==> src/rtl/wd_pkg.sv <==
// Shared definitions for the windowed-watchdog supervisor: FSM state
// encodings, default parameter values and the fault-counter width helper.
package wd_pkg;

    // Default parameter values for wd_window_ctrl
    localparam int CW_W_DEF        = 16;
    localparam int FAULT_LIMIT_DEF = 3;
    localparam int RSTOUT_LEN_DEF  = 8;

    // Supervisor FSM states; the encoding is visible on the STATE output
    typedef enum logic [1:0] {
        ST_IDLE   = 2'd0,
        ST_CLOSED = 2'd1,
        ST_OPEN   = 2'd2,
        ST_ESCAL  = 2'd3
    } wd_state_e;

    // Bits needed to hold a fault count from 0 up to and including limit
    function automatic int fcnt_width(input int limit);
        return (limit < 1) ? 1 : $clog2(limit + 1);
    endfunction

endpackage

==> src/rtl/wd_pulse_stretch.sv <==
// Loadable down-counter that turns a one-cycle start strobe into a
// registered pulse exactly LEN cycles long. done_o marks the final cycle.
module wd_pulse_stretch #(
    parameter int LEN = 8
) (
    input  logic clk_i,
    input  logic rst_i,
    input  logic start_i,
    output logic busy_o,
    output logic done_o
);

    localparam int CNT_W = (LEN > 1) ? $clog2(LEN) : 1;

    logic             active_q, active_d;
    logic [CNT_W-1:0] cnt_q, cnt_d;

    // Load LEN-1 on start, then count down while the pulse is active
    always_comb begin
        active_d = active_q;
        cnt_d    = cnt_q;
        if (start_i) begin
            active_d = 1'b1;
            cnt_d    = CNT_W'(LEN - 1);
        end else if (active_q) begin
            if (cnt_q == '0) begin
                active_d = 1'b0;
            end else begin
                cnt_d = cnt_q - CNT_W'(1);
            end
        end
    end

    // Pulse flag is reset; the count is only meaningful while active
    always_ff @(posedge clk_i) begin
        if (rst_i) begin
            active_q <= 1'b0;
        end else begin
            active_q <= active_d;
        end
        cnt_q <= cnt_d;
    end

    assign busy_o = active_q;
    assign done_o = active_q && (cnt_q == '0);

endmodule

==> src/rtl/wd_window_ctrl.sv <==
// Windowed-watchdog supervisor. Enforces a closed (too-early) window after
// each restart, classifies services as valid, early or late, keeps a fault
// count with one-step forgiveness per valid service, and escalates to a
// stretched system reset when the fault limit is reached.
module wd_window_ctrl
    import wd_pkg::*;
#(
    parameter int CW_W        = CW_W_DEF,
    parameter int FAULT_LIMIT = FAULT_LIMIT_DEF,
    parameter int RSTOUT_LEN  = RSTOUT_LEN_DEF
) (
    input  logic                               CLK,
    input  logic                               WDRST,
    input  logic                               EN,
    input  logic                               WDSRVC,
    input  logic                               FWOVR,
    input  logic [CW_W-1:0]                    CWLEN,
    output logic                               SRVC_ACK,
    output logic                               EARLY_ERR,
    output logic                               LATE_ERR,
    output logic                               FWRST,
    output logic [fcnt_width(FAULT_LIMIT)-1:0] FAULT_CNT,
    output logic                               SYSRST,
    output logic [1:0]                         STATE
);

    localparam int              FC_W   = fcnt_width(FAULT_LIMIT);
    localparam logic [FC_W-1:0] FC_MAX = FC_W'(FAULT_LIMIT);

    wd_state_e       state_q, state_d;
    logic [FC_W-1:0] fault_q, fault_d;
    logic [FC_W-1:0] fault_inc, fault_dec;
    logic            prev_q, prev_d;
    logic            ack_q, ack_d;
    logic            early_q, early_d;
    logic            late_q, late_d;
    logic            fwrst_q, fwrst_d;
    logic            start_q, start_d;
    logic [CW_W-1:0] win_cnt_q, win_cnt_d;
    logic [CW_W-1:0] cwlen_q, cwlen_d;
    logic            load_win;
    logic            win_done;
    logic            fwovr_rise;
    logic            stretch_done;
    wd_state_e       entry_st;

    // A zero-length closed window restarts straight into OPEN
    assign entry_st   = (CWLEN == '0) ? ST_OPEN : ST_CLOSED;
    assign fwovr_rise = FWOVR && !prev_q;
    assign win_done   = (win_cnt_q == cwlen_q - CW_W'(1));
    assign fault_inc  = (fault_q >= FC_MAX) ? FC_MAX : fault_q + FC_W'(1);
    assign fault_dec  = (fault_q == '0) ? '0 : fault_q - FC_W'(1);

    // Next-state, fault-count and pulse decisions; a late fault outranks a service
    always_comb begin
        state_d  = state_q;
        fault_d  = fault_q;
        prev_d   = 1'b0;
        ack_d    = 1'b0;
        early_d  = 1'b0;
        late_d   = 1'b0;
        fwrst_d  = 1'b0;
        load_win = 1'b0;
        case (state_q)
            ST_IDLE: begin
                if (EN) begin
                    fwrst_d  = 1'b1;
                    state_d  = entry_st;
                    load_win = 1'b1;
                end
            end
            ST_CLOSED, ST_OPEN: begin
                prev_d = FWOVR;
                if (!EN) begin
                    state_d = ST_IDLE;
                end else if (fwovr_rise || (WDSRVC && state_q == ST_CLOSED)) begin
                    late_d  = fwovr_rise;
                    early_d = !fwovr_rise;
                    fwrst_d = 1'b1;
                    fault_d = fault_inc;
                    if (fault_inc == FC_MAX) begin
                        state_d = ST_ESCAL;
                    end else begin
                        state_d  = entry_st;
                        load_win = 1'b1;
                    end
                end else if (WDSRVC) begin
                    ack_d    = 1'b1;
                    fwrst_d  = 1'b1;
                    fault_d  = fault_dec;
                    state_d  = entry_st;
                    load_win = 1'b1;
                end else if (state_q == ST_CLOSED && win_done) begin
                    state_d = ST_OPEN;
                end
            end
            ST_ESCAL: begin
                fault_d = '0;
                if (stretch_done) begin
                    state_d = ST_IDLE;
                end
            end
            default: state_d = ST_IDLE;
        endcase
    end

    assign start_d   = (state_d == ST_ESCAL) && (state_q != ST_ESCAL);
    assign win_cnt_d = load_win ? '0 :
                       (state_q == ST_CLOSED) ? win_cnt_q + CW_W'(1) : win_cnt_q;
    assign cwlen_d   = load_win ? CWLEN : cwlen_q;

    // Control state and registered output pulses
    always_ff @(posedge CLK) begin
        if (WDRST) begin
            state_q <= ST_IDLE;
            fault_q <= '0;
            prev_q  <= 1'b0;
            ack_q   <= 1'b0;
            early_q <= 1'b0;
            late_q  <= 1'b0;
            fwrst_q <= 1'b0;
            start_q <= 1'b0;
        end else begin
            state_q <= state_d;
            fault_q <= fault_d;
            prev_q  <= prev_d;
            ack_q   <= ack_d;
            early_q <= early_d;
            late_q  <= late_d;
            fwrst_q <= fwrst_d;
            start_q <= start_d;
        end
    end

    // Closed-window counter and the window length captured on entry
    always_ff @(posedge CLK) begin
        win_cnt_q <= win_cnt_d;
        cwlen_q   <= cwlen_d;
    end

    wd_pulse_stretch #(
        .LEN (RSTOUT_LEN)
    ) u_sysrst (
        .clk_i   (CLK),
        .rst_i   (WDRST),
        .start_i (start_q),
        .busy_o  (SYSRST),
        .done_o  (stretch_done)
    );

    assign SRVC_ACK  = ack_q;
    assign EARLY_ERR = early_q;
    assign LATE_ERR  = late_q;
    assign FWRST     = fwrst_q;
    assign FAULT_CNT = fault_q;
    assign STATE     = state_q;

endmodule

==> config.mk <==
export PLATFORM = sky130hd
export DESIGN_NAME = wd_window_ctrl
export DESIGN_NICKNAME = d
export VERILOG_FILES = /design/src/rtl/wd_pkg.sv /design/src/rtl/wd_pulse_stretch.sv /design/src/rtl/wd_window_ctrl.sv
export SDC_FILE = /design/constraint.sdc
export NUM_CORES = 1
export LEC_CHECK = 0
export BUFFER_PORTS_ARGS = -buffer_cell sky130_fd_sc_hd__buf_2
export CORE_MARGIN = 2
export CORE_UTILIZATION = 33
export CTS_CLUSTER_SIZE = 8
export DETAILED_ROUTE_END_ITERATION = 10
export MAX_ROUTING_LAYER = met4
export PLACE_DENSITY = 0.58
export REMOVE_ABC_BUFFERS = 1
export SYNTH_ARGS = -nofsm -noshare
export SYNTH_HDL_FRONTEND = slang
export SYNTH_SLANG_ARGS = --single-unit
==> constraint.sdc <==
create_clock -name CLK -period 3.36 [get_ports CLK]
set_clock_uncertainty 0.2 [all_clocks]
set_input_delay 0.672 -clock CLK [delete_from_list [all_inputs] [get_ports CLK]]
set_output_delay 0.672 -clock CLK [all_outputs]
set_load 0.05 [all_outputs]
==> results of run 1 <==
## power breakdown
part	internal, mW	switching [mW]	total [mW]
clock network	0.147	0.192	0.339
logic	0.216	0.334	0.550
registers	0.683	0.0982	0.781
total	1.05	0.624	1.67
## layout make-up
cell class	count	area share, %
Tap cell	102	4.35
Timing Repair Buffer	32	5.71
Multi-Input combinational cell	212	48.8
Clock inverter	2	0.512
Sequential cell	46	36.8
Inverter	10	1.28
Clock buffer	6	2.47
## cells in the mapped netlist, types with 2 or more instances
| cell | n |
|---|---|
| a211oi_1 | 2 |
| a21boi_0 | 2 |
| a21o_1 | 3 |
| a21oi_1 | 10 |
| a31oi_1 | 6 |
| and3_1 | 4 |
| clkbuf_1 | 8 |
| dfxtp_1 | 30 |
| edfxtp_1 | 16 |
| ha_1 | 8 |
| inv_1 | 10 |
| mux2i_1 | 3 |
| nand2_1 | 20 |
| nand3_1 | 10 |
| nand3b_1 | 4 |
| nand4_1 | 6 |
| nor2_1 | 29 |
| nor2b_1 | 4 |
| nor3_1 | 7 |
| nor3b_1 | 4 |
| nor4_1 | 8 |
| o2111ai_1 | 2 |
| o21ai_0 | 9 |
| o21bai_1 | 3 |
| o31ai_1 | 4 |
| or3_1 | 4 |
| or4_1 | 3 |
| or4_4 | 3 |
| xnor2_1 | 14 |
| xor2_1 | 16 |
## worst max-delay path by stage
stage	from	end	slack [ns]
floorplan	STATE[0]$_SDFF_PP0_	cwlen_q[0]$_DFFE_PP_	-0.42
global placement	cwlen_q[0]$_DFFE_PP_	start_q$_SDFF_PP0_	0.47
detailed placement	cwlen_q[0]$_DFFE_PP_	STATE[0]$_SDFF_PP0_	0.43
CTS	cwlen_q[0]$_DFFE_PP_	start_q$_SDFF_PP0_	0.39
global route	cwlen_q[0]$_DFFE_PP_	start_q$_SDFF_PP0_	0.17
finish	cwlen_q[0]$_DFFE_PP_	start_q$_SDFF_PP0_	0.42
## per-stage QoR
step,cell area (um^2),setup WS [ns]
2_1_floorplan,2550,-0.417
3_3_place_gp,2850,0.475
3_5_place_dp,2850,0.428
4_1_cts,2940,0.388
5_1_grt,2940,0.167
6_report,2940,0.420
## worst register-to-register path, delay by kind of cell, from the launching register on
kind,cells,cell delay [ns]
DFF,1,0.48
buffers and inverters,1,0.09
and+or+nand+nor,3,0.90
adders and majority gates,1,0.16
AOI/OAI and AO/OA,4,1.03
## per-layer routing
| metal | part of all wire [%] | wire [um] |
|---|---|---|
| met5 | 0 | 0 |
| met4 | 1.5 | 80 |
| met3 | 3.6 | 196 |
| met2 | 46 | 2530 |
| met1 | 49 | 2680 |
## state kept, by name, indices dropped and copies added (netlist names)
register         count
cwlen_q             16
FWRST                1
STATE                2
SRVC_ACK             1
EARLY_ERR            1
FAULT_CNT            2
start_q              1
u_sysrst.busy_o      1
win_cnt_q           16
prev_q               1
LATE_ERR             1
u_sysrst.cnt_q       3
## cells by family (layout without fill, tap and decap cells)
| kind of cell | after synthesis | after routing | share of synthesized area, % |
|---|---|---|---|
| adders and majority gates | 8 | 8 | 3.86 |
| DFF | 46 | 46 | 41.6 |
| muxes | 3 | 3 | 1.16 |
| buffers and inverters | 21 | 50 | 3.28 |
| xor gates and xnor gates | 30 | 30 | 10.1 |
| and+or+nand+nor | 118 | 118 | 25.5 |
| AOI/OAI and AO/OA | 53 | 53 | 14.4 |
==> flow_summary.ini, run 1 <==
[finish]
final_common_cell = dfxtp_1
num-nets-final = 336
area_growth_pct = 13.1
final-seq-area_um2 = 1080
final_cell_mix = 30 x dfxtp_1, 29 x nor2_1, 29 x buf_2
multiInputGateArea_um2 = 1430
layout-drive-gt1-share_pct = 16.9
fin_util_pct = 38.2
final_cells = 410
num_antenna_cells = 0
fillCellCount = 814

[sta]
slew_viol_final = 0
hold_ws_ns = 0.282
finalSetupViolations = 0
hold_violations = 0
finalCritPeriodShare_pct = 87.5
rsz0062_at_grt = no
timing.fmax_mhz = 340
fin_setup_tns_ns = 0
slew_headroom_pct = 63.6
worst_pin_slew_ns = 0.544
finalCriticalPeriod_ns = 2.94

[placed_design]
port_buffers = 29
dp_hpwl_mm = 4.08
place_congestion = 0.861
dp.cells = 402

[critical_path]
end_kind = flip-flop
cp.required_ns = 3.39
worstRegToRegCells = 9
path_buf_inv = 1
crit_chain = inv_1, ha_1, or4b_1, o211a_1, a311o_1, o22ai_2, nor4_2, o2111a_1, nor4b_2
reg2reg_from = cwlen_q[0]$_DFFE_PP_
critPathLaunchType = flip-flop
rr_endpoint = start_q$_SDFF_PP0_
arrival_ns = 2.97
rrSetupSlack_ns = 0.42
critPathKind = flip-flop to flip-flop
cpPeakStageDelay_ns = 0.58
critPathSlowestCell = or4b_1
crit_fanout = 8
critPathTopFamily = compound AO/OA/AOI/OAI gates
cp.depth = 9

[worst_hold_path]
hold_depth = 2
hold_path.startpoint = start_q$_SDFF_PP0_
worstHoldEndpoint = u_sysrst.cnt_q[0]$_SDFFE_PP1P_
hp-class = flip-flop to flip-flop

[global_route]
busiest_layer = met2
grt_start_max_net_pins = 33
grt.met2_usage_pct = 22.4
antenna_found_initial = 0
met1_usage_pct = 18.4
grt_pass1_vias = 1983
grt_pass1_wl_mm = 9.50
grt_overflow_total = 0
track_usage_pct = 14.1
use_met3_pct = 2.44

[die]
start_util_pct = 33.8
io_pins = 30
rows = 32
coreArea_um2 = 7690
die_h_um = 92.7
dieArea_um2 = 8590
fp.dieW_um = 92.7

[route]
firstDrtPassIters = 4
drt-wirelength-per-cell_um = 13.4
via_count = 2074
routed_wl_mm = 5.49
detail_route.vias_per_cell = 5.06
drt_iter0_drc = 178
final_antenna_net_count = 0
drc = 0

[synthesis]
yosysWarningCount = 0
postSynthAreaPerCell_um2 = 9.31
synthDominantCellAreaShare_pct = 23.1
synthCells = 279
async_reset_ff_share_pct = 0
synth_ff_type = dfxtp_1
yosysSeqAreaShare_pct = 41.6
synth_cell_types = 57
synth-seq-cells = 46
synth_area_leader_cell = dfxtp_1
synth_area_um2 = 2600
synth_area_leaders = dfxtp_1 23%, edfxtp_1 19%, xor2_1 5.4%
synth_edf_count = 16

[power_and_ir_drop]
p_per_area_nw_per_um2 = 569
power_mw = 1.67
ir_drop_uv = 330
leakagePower_nw = 1.11

[clocking]
cts-htree-levels = 2
cts.root.buffer_cell = clkbuf_8
insertion_delay_ns = 0.31
cts_hold_buffers = 0
post_cts_buffers = 0
clock_path_buffers = 2
cts.sinks = 46
cts_tree = built
clk_pin_slew_worst_paths_ns = 0.09
postCtsResizedCells = 0
numCtsBuffers = 5

[run_status]
outcome = completed

[job]
drv_cap = 0
No activity file was read; power rests on OpenSTA's default activity.
==> run 2, diff against run 1 <==
--- a/config.mk
+++ b/config.mk
@@ -11,7 +11,7 @@
 export CTS_CLUSTER_SIZE = 8
 export DETAILED_ROUTE_END_ITERATION = 10
 export MAX_ROUTING_LAYER = met4
-export PLACE_DENSITY = 0.58
+export PLACE_DENSITY = 0.51
 export REMOVE_ABC_BUFFERS = 1
 export SYNTH_ARGS = -nofsm -noshare
 export SYNTH_HDL_FRONTEND = slang
==> run 2 against run 1 <==
Critical path depth is the same. Cell count grew 0.24%. Sequential power shrank 0.9%. Largest power group unchanged. Critical endpoint unchanged. Clock-buffer cell count is the same. Clock power is essentially flat. Highest routed layer unchanged.
==> flow_summary.ini, run 2 (synthesized netlist as in run 1, its figures left out) <==
[die]
rows = 32
dieArea_um2 = 8590
fp.dieW_um = 92.7
die_h_um = 92.7
start_util_pct = 33.8
coreArea_um2 = 7690
io_pins = 30

[clocking]
numCtsBuffers = 5
cts-htree-levels = 2
clock_path_buffers = 2
postCtsResizedCells = 0
insertion_delay_ns = 0.30
clk_pin_slew_worst_paths_ns = 0.09
cts_hold_buffers = 0
cts.root.buffer_cell = clkbuf_8
cts.sinks = 46
post_cts_buffers = 0
cts_tree = built

[sta]
timing.fmax_mhz = 341
worst_pin_slew_ns = 0.575
hold_violations = 0
finalSetupViolations = 0
hold_ws_ns = 0.289
final.setup.worst_slack_ns = 0.424
finalCriticalPeriod_ns = 2.94
rsz0062_at_grt = no
slew_headroom_pct = 61.6
finalCritPeriodShare_pct = 87.4
slew_viol_final = 0

[route]
final_antenna_net_count = 0
routedLengthMet1_mm = 2.76
detail_route.vias_per_cell = 5.10
top_layer_used = met4
via_count = 2096
routed_wl_mm = 5.78
drt_iter0_drc = 122
wl_met2_mm = 2.76
drt-wirelength-per-cell_um = 14.1
drc = 0
firstDrtPassIters = 4
met3RoutedLength_um = 188

[finish]
final_cell_mix = 30 x dfxtp_1, 29 x nor2_1, 29 x buf_2
fillCellCount = 788
multiInputGateArea_um2 = 1430
final-seq-area_um2 = 1080
num-nets-final = 337
layout-drive-gt1-share_pct = 17.2
largest_registers = cwlen_q: 16 flops, win_cnt_q: 16 flops, u_sysrst.cnt_q: 3 flops
final_cells = 411
num_antenna_cells = 0
area_growth_pct = 13.3
final_common_cell = dfxtp_1
fin_util_pct = 38.3

[placed_design]
place_congestion = 0.863
dp_hpwl_mm = 4.30
port_buffers = 29
dp.cells = 403
dpl_worst_slack_ns = 0.428

[power_and_ir_drop]
ir_drop_uv = 333
power_mw = 1.68
leakagePower_nw = 1.12
p_per_area_nw_per_um2 = 572

[global_route]
grt_pass1_vias = 2034
track_usage_pct = 14.6
grt_pass1_wl_mm = 9.71
grt_overflow_total = 0
antenna_found_initial = 0
grt_start_max_net_pins = 33

[worst_hold_path]
hp-class = flip-flop to flip-flop
hold_depth = 2

[critical_path]
cp.required_ns = 3.39
critPathKind = flip-flop to flip-flop
critPathLaunchType = flip-flop
end_kind = flip-flop
worstRegToRegCells = 9
arrival_ns = 2.96
crit_fanout = 8

[job]
drv_cap = 0

[run_status]
outcome = completed
[run 2: power by group]
group	leakage, nW	internal, mW	total [mW]	switching (mW)
registers	0.398	0.683	0.774	0.0914
logic	0.675	0.221	0.569	0.348
clock network	0.0452	0.147	0.340	0.193
total	1.12	1.05	1.68	0.633
[run 2: layer usage]
| layer | vias up | track usage [%] |
|---|---|---|
| li1 | 1076 | - |
| met1 | 974 | 18.7 |
| met2 | 39 | 23.8 |
| met3 | 7 | 2.52 |
| met4 | 0 | 4.41 |
| met5 | - | - |
[run 2: final cells by class]
cell class                 count  share of cell area [%]
clock buffer                   6                    2.47
clock inverter                 2                   0.468
inverter                      10                    1.28
multi-input combinational    212                    48.7
sequential                    46                    36.8
tap                          102                    4.34
timing repair buffer          33                    5.95
[run 2: final timing paths]
kind | start | to | slack, ns
hold / removal | u_sysrst.cnt_q[1]$_SDFFE_PP1P_ | u_sysrst.cnt_q[1]$_SDFFE_PP1P_ | 0.29
hold reg to reg | u_sysrst.cnt_q[1]$_SDFFE_PP1P_ | u_sysrst.cnt_q[1]$_SDFFE_PP1P_ | 0.29
setup / recovery | cwlen_q[0]$_DFFE_PP_ | start_q$_SDFF_PP0_ | 0.42
setup reg to reg | cwlen_q[0]$_DFFE_PP_ | start_q$_SDFF_PP0_ | 0.42
[run 2: critical path, cell delays in order (launching register included)]
cell      delay, ns
edfxtp_1       0.47
inv_1          0.09
ha_1           0.16
or4b_1         0.58
o211a_1        0.26
a311o_1        0.34
o22ai_2        0.16
nor4_2         0.07
o2111a_1       0.28
nor4b_2        0.26
[run 2: through the flow]
| stage | TNS [ns] | area (um^2) |
|---|---|---|
| 2_1_floorplan | -11.12 | 2550 |
| 3_3_place_gp | 0 | 2860 |
| 3_5_place_dp | 0 | 2860 |
| 4_1_cts | 0 | 2940 |
| 5_1_grt | 0 | 2940 |
| 6_report | 0 | 2940 |
==> run 3, diff against run 2 <==
--- a/config.mk
+++ b/config.mk
@@ -12,6 +12,7 @@
 export DETAILED_ROUTE_END_ITERATION = 10
 export MAX_ROUTING_LAYER = met4
 export PLACE_DENSITY = 0.51
+export RECOVER_POWER = 50
 export REMOVE_ABC_BUFFERS = 1
 export SYNTH_ARGS = -nofsm -noshare
 export SYNTH_HDL_FRONTEND = slang
==> run 3 against run 2 <==
Combinational power is 2% lower. Sequential power hardly changed. Clock power hardly changed. Total power is 0.57% lower. Die area stayed put. Non-clock buffer count stayed put. Global-route usage stayed put.
==> flow_summary.ini, run 3 (synthesized netlist as in run 1, its figures left out) <==
[run_status]
outcome = completed

[global_route]
grt_start_max_net_pins = 33
grt_overflow_total = 0
grt_pass1_vias = 2034
antenna_found_initial = 0
track_usage_pct = 14.6
grt_pass1_wl_mm = 9.71

[clocking]
cts.root.buffer_cell = clkbuf_8
cts_tree = built
post_cts_buffers = 0
insertion_delay_ns = 0.30
cts.sinks = 46
postCtsResizedCells = 0
cts_hold_buffers = 0
cts-htree-levels = 2
clk_pin_slew_worst_paths_ns = 0.09
clock_path_buffers = 2
numCtsBuffers = 5

[critical_path]
cpPeakStageDelay_ns = 0.58
crit_chain = inv_1, ha_1, or4b_1, o211a_1, a311o_1, o22ai_2, nor4_2, o2111a_1, nor4b_2
rrSetupSlack_ns = 0.42
critPathSlowestCell = or4b_1
critPathKind = flip-flop to flip-flop
crit_fanout = 8
arrival_ns = 2.96
end_kind = flip-flop
cp.required_ns = 3.39
critPathLaunchType = flip-flop

[finish]
fin_area_um2 = 2910
fin_util_pct = 37.9
fillCellCount = 796
layout-drive-gt1-share_pct = 10.0
final_common_cell = dfxtp_1
largest_registers = cwlen_q: 16 flops, win_cnt_q: 16 flops, u_sysrst.cnt_q: 3 flops
num_antenna_cells = 0
final_cells = 411
multiInputGateArea_um2 = 1430
num-nets-final = 337
final_cell_mix = 30 x dfxtp_1, 29 x nor2_1, 23 x clkbuf_1
final-seq-area_um2 = 1080
area_growth_pct = 12.1

[sta]
rsz0062_at_grt = no
finalCriticalPeriod_ns = 2.94
hold_violations = 0
hold_ws_ns = 0.289
timing.fmax_mhz = 341
finalSetupViolations = 0
final.setup.worst_slack_ns = 0.424
finalCritPeriodShare_pct = 87.4
slew_viol_final = 0
slew_headroom_pct = 60.2
fin_setup_tns_ns = 0
worst_pin_slew_ns = 0.600

[die]
fp.dieW_um = 92.7
dieArea_um2 = 8590
coreArea_um2 = 7690
rows = 32
start_util_pct = 33.8
io_pins = 30
die_h_um = 92.7

[route]
drt-wirelength-per-cell_um = 14.0
via_count = 2101
firstDrtPassIters = 4
drt_iter0_drc = 118
detail_route.vias_per_cell = 5.11
drc = 0
final_antenna_net_count = 0
routed_wl_mm = 5.77

[placed_design]
dpl_cell_area_um2 = 2860
place_congestion = 0.863
dpl_worst_slack_ns = 0.428
port_buffers = 29
dp.cells = 403
dp_hpwl_mm = 4.30

[power_and_ir_drop]
power_mw = 1.67
ir_drop_uv = 330
leakagePower_nw = 1.04
p_per_area_nw_per_um2 = 575

[job]
drv_cap = 0

[worst_hold_path]
hp-class = flip-flop to flip-flop
==> run 3: changes by cell type in the layout (fill, tap and decap cells not counted) <==
cell      previous run  this run
clkbuf_1             1        23
buf_2               29         8
buf_4                4         3
==> run 3: path summary, 6_finish.rpt <==
| kind | startpoint | endpoint | cells past startpoint |
|---|---|---|---|
| worst min-delay path | u_sysrst.cnt_q[1]$_SDFFE_PP1P_ | u_sysrst.cnt_q[1]$_SDFFE_PP1P_ | 2 |
| worst max register to register | cwlen_q[0]$_DFFE_PP_ | start_q$_SDFF_PP0_ | 9 |
| worst min register to register | u_sysrst.cnt_q[1]$_SDFFE_PP1P_ | u_sysrst.cnt_q[1]$_SDFFE_PP1P_ | 2 |
| worst max-delay path | cwlen_q[0]$_DFFE_PP_ | start_q$_SDFF_PP0_ | 9 |
==> run 3: routing by layer <==
layer  up-vias  track usage [%]  share of wire, %
li1       1077                -                 -
met1       976             18.7                48
met2        41             23.8                48
met3         7             2.52               3.3
met4         0             4.41               1.1
met5         -                -                 0
==> run 3: power breakdown <==
part,leakage [nW],internal (mW),switching (mW),total (mW)
Clock,0.0452,0.147,0.193,0.340
Combinational,0.601,0.212,0.348,0.560
Sequential,0.398,0.683,0.0914,0.774
==> run 3: cell type report <==
type | instances | share of cell area (%)
clock buffer | 6 | 2.49
clock inverter | 2 | 0.473
inverter | 10 | 1.29
multi-input combinational | 212 | 49.2
sequential | 46 | 37.1
tap | 102 | 4.38
timing repair buffer | 33 | 4.98
==> run 3: critical path, delay by kind of cell, from the launching register on <==
kind,cells,cell delay (ns)
compound gates,4,1.04
simple gates,3,0.91
flops,1,0.47
fa+ha+maj,1,0.16
buf+inv,1,0.09
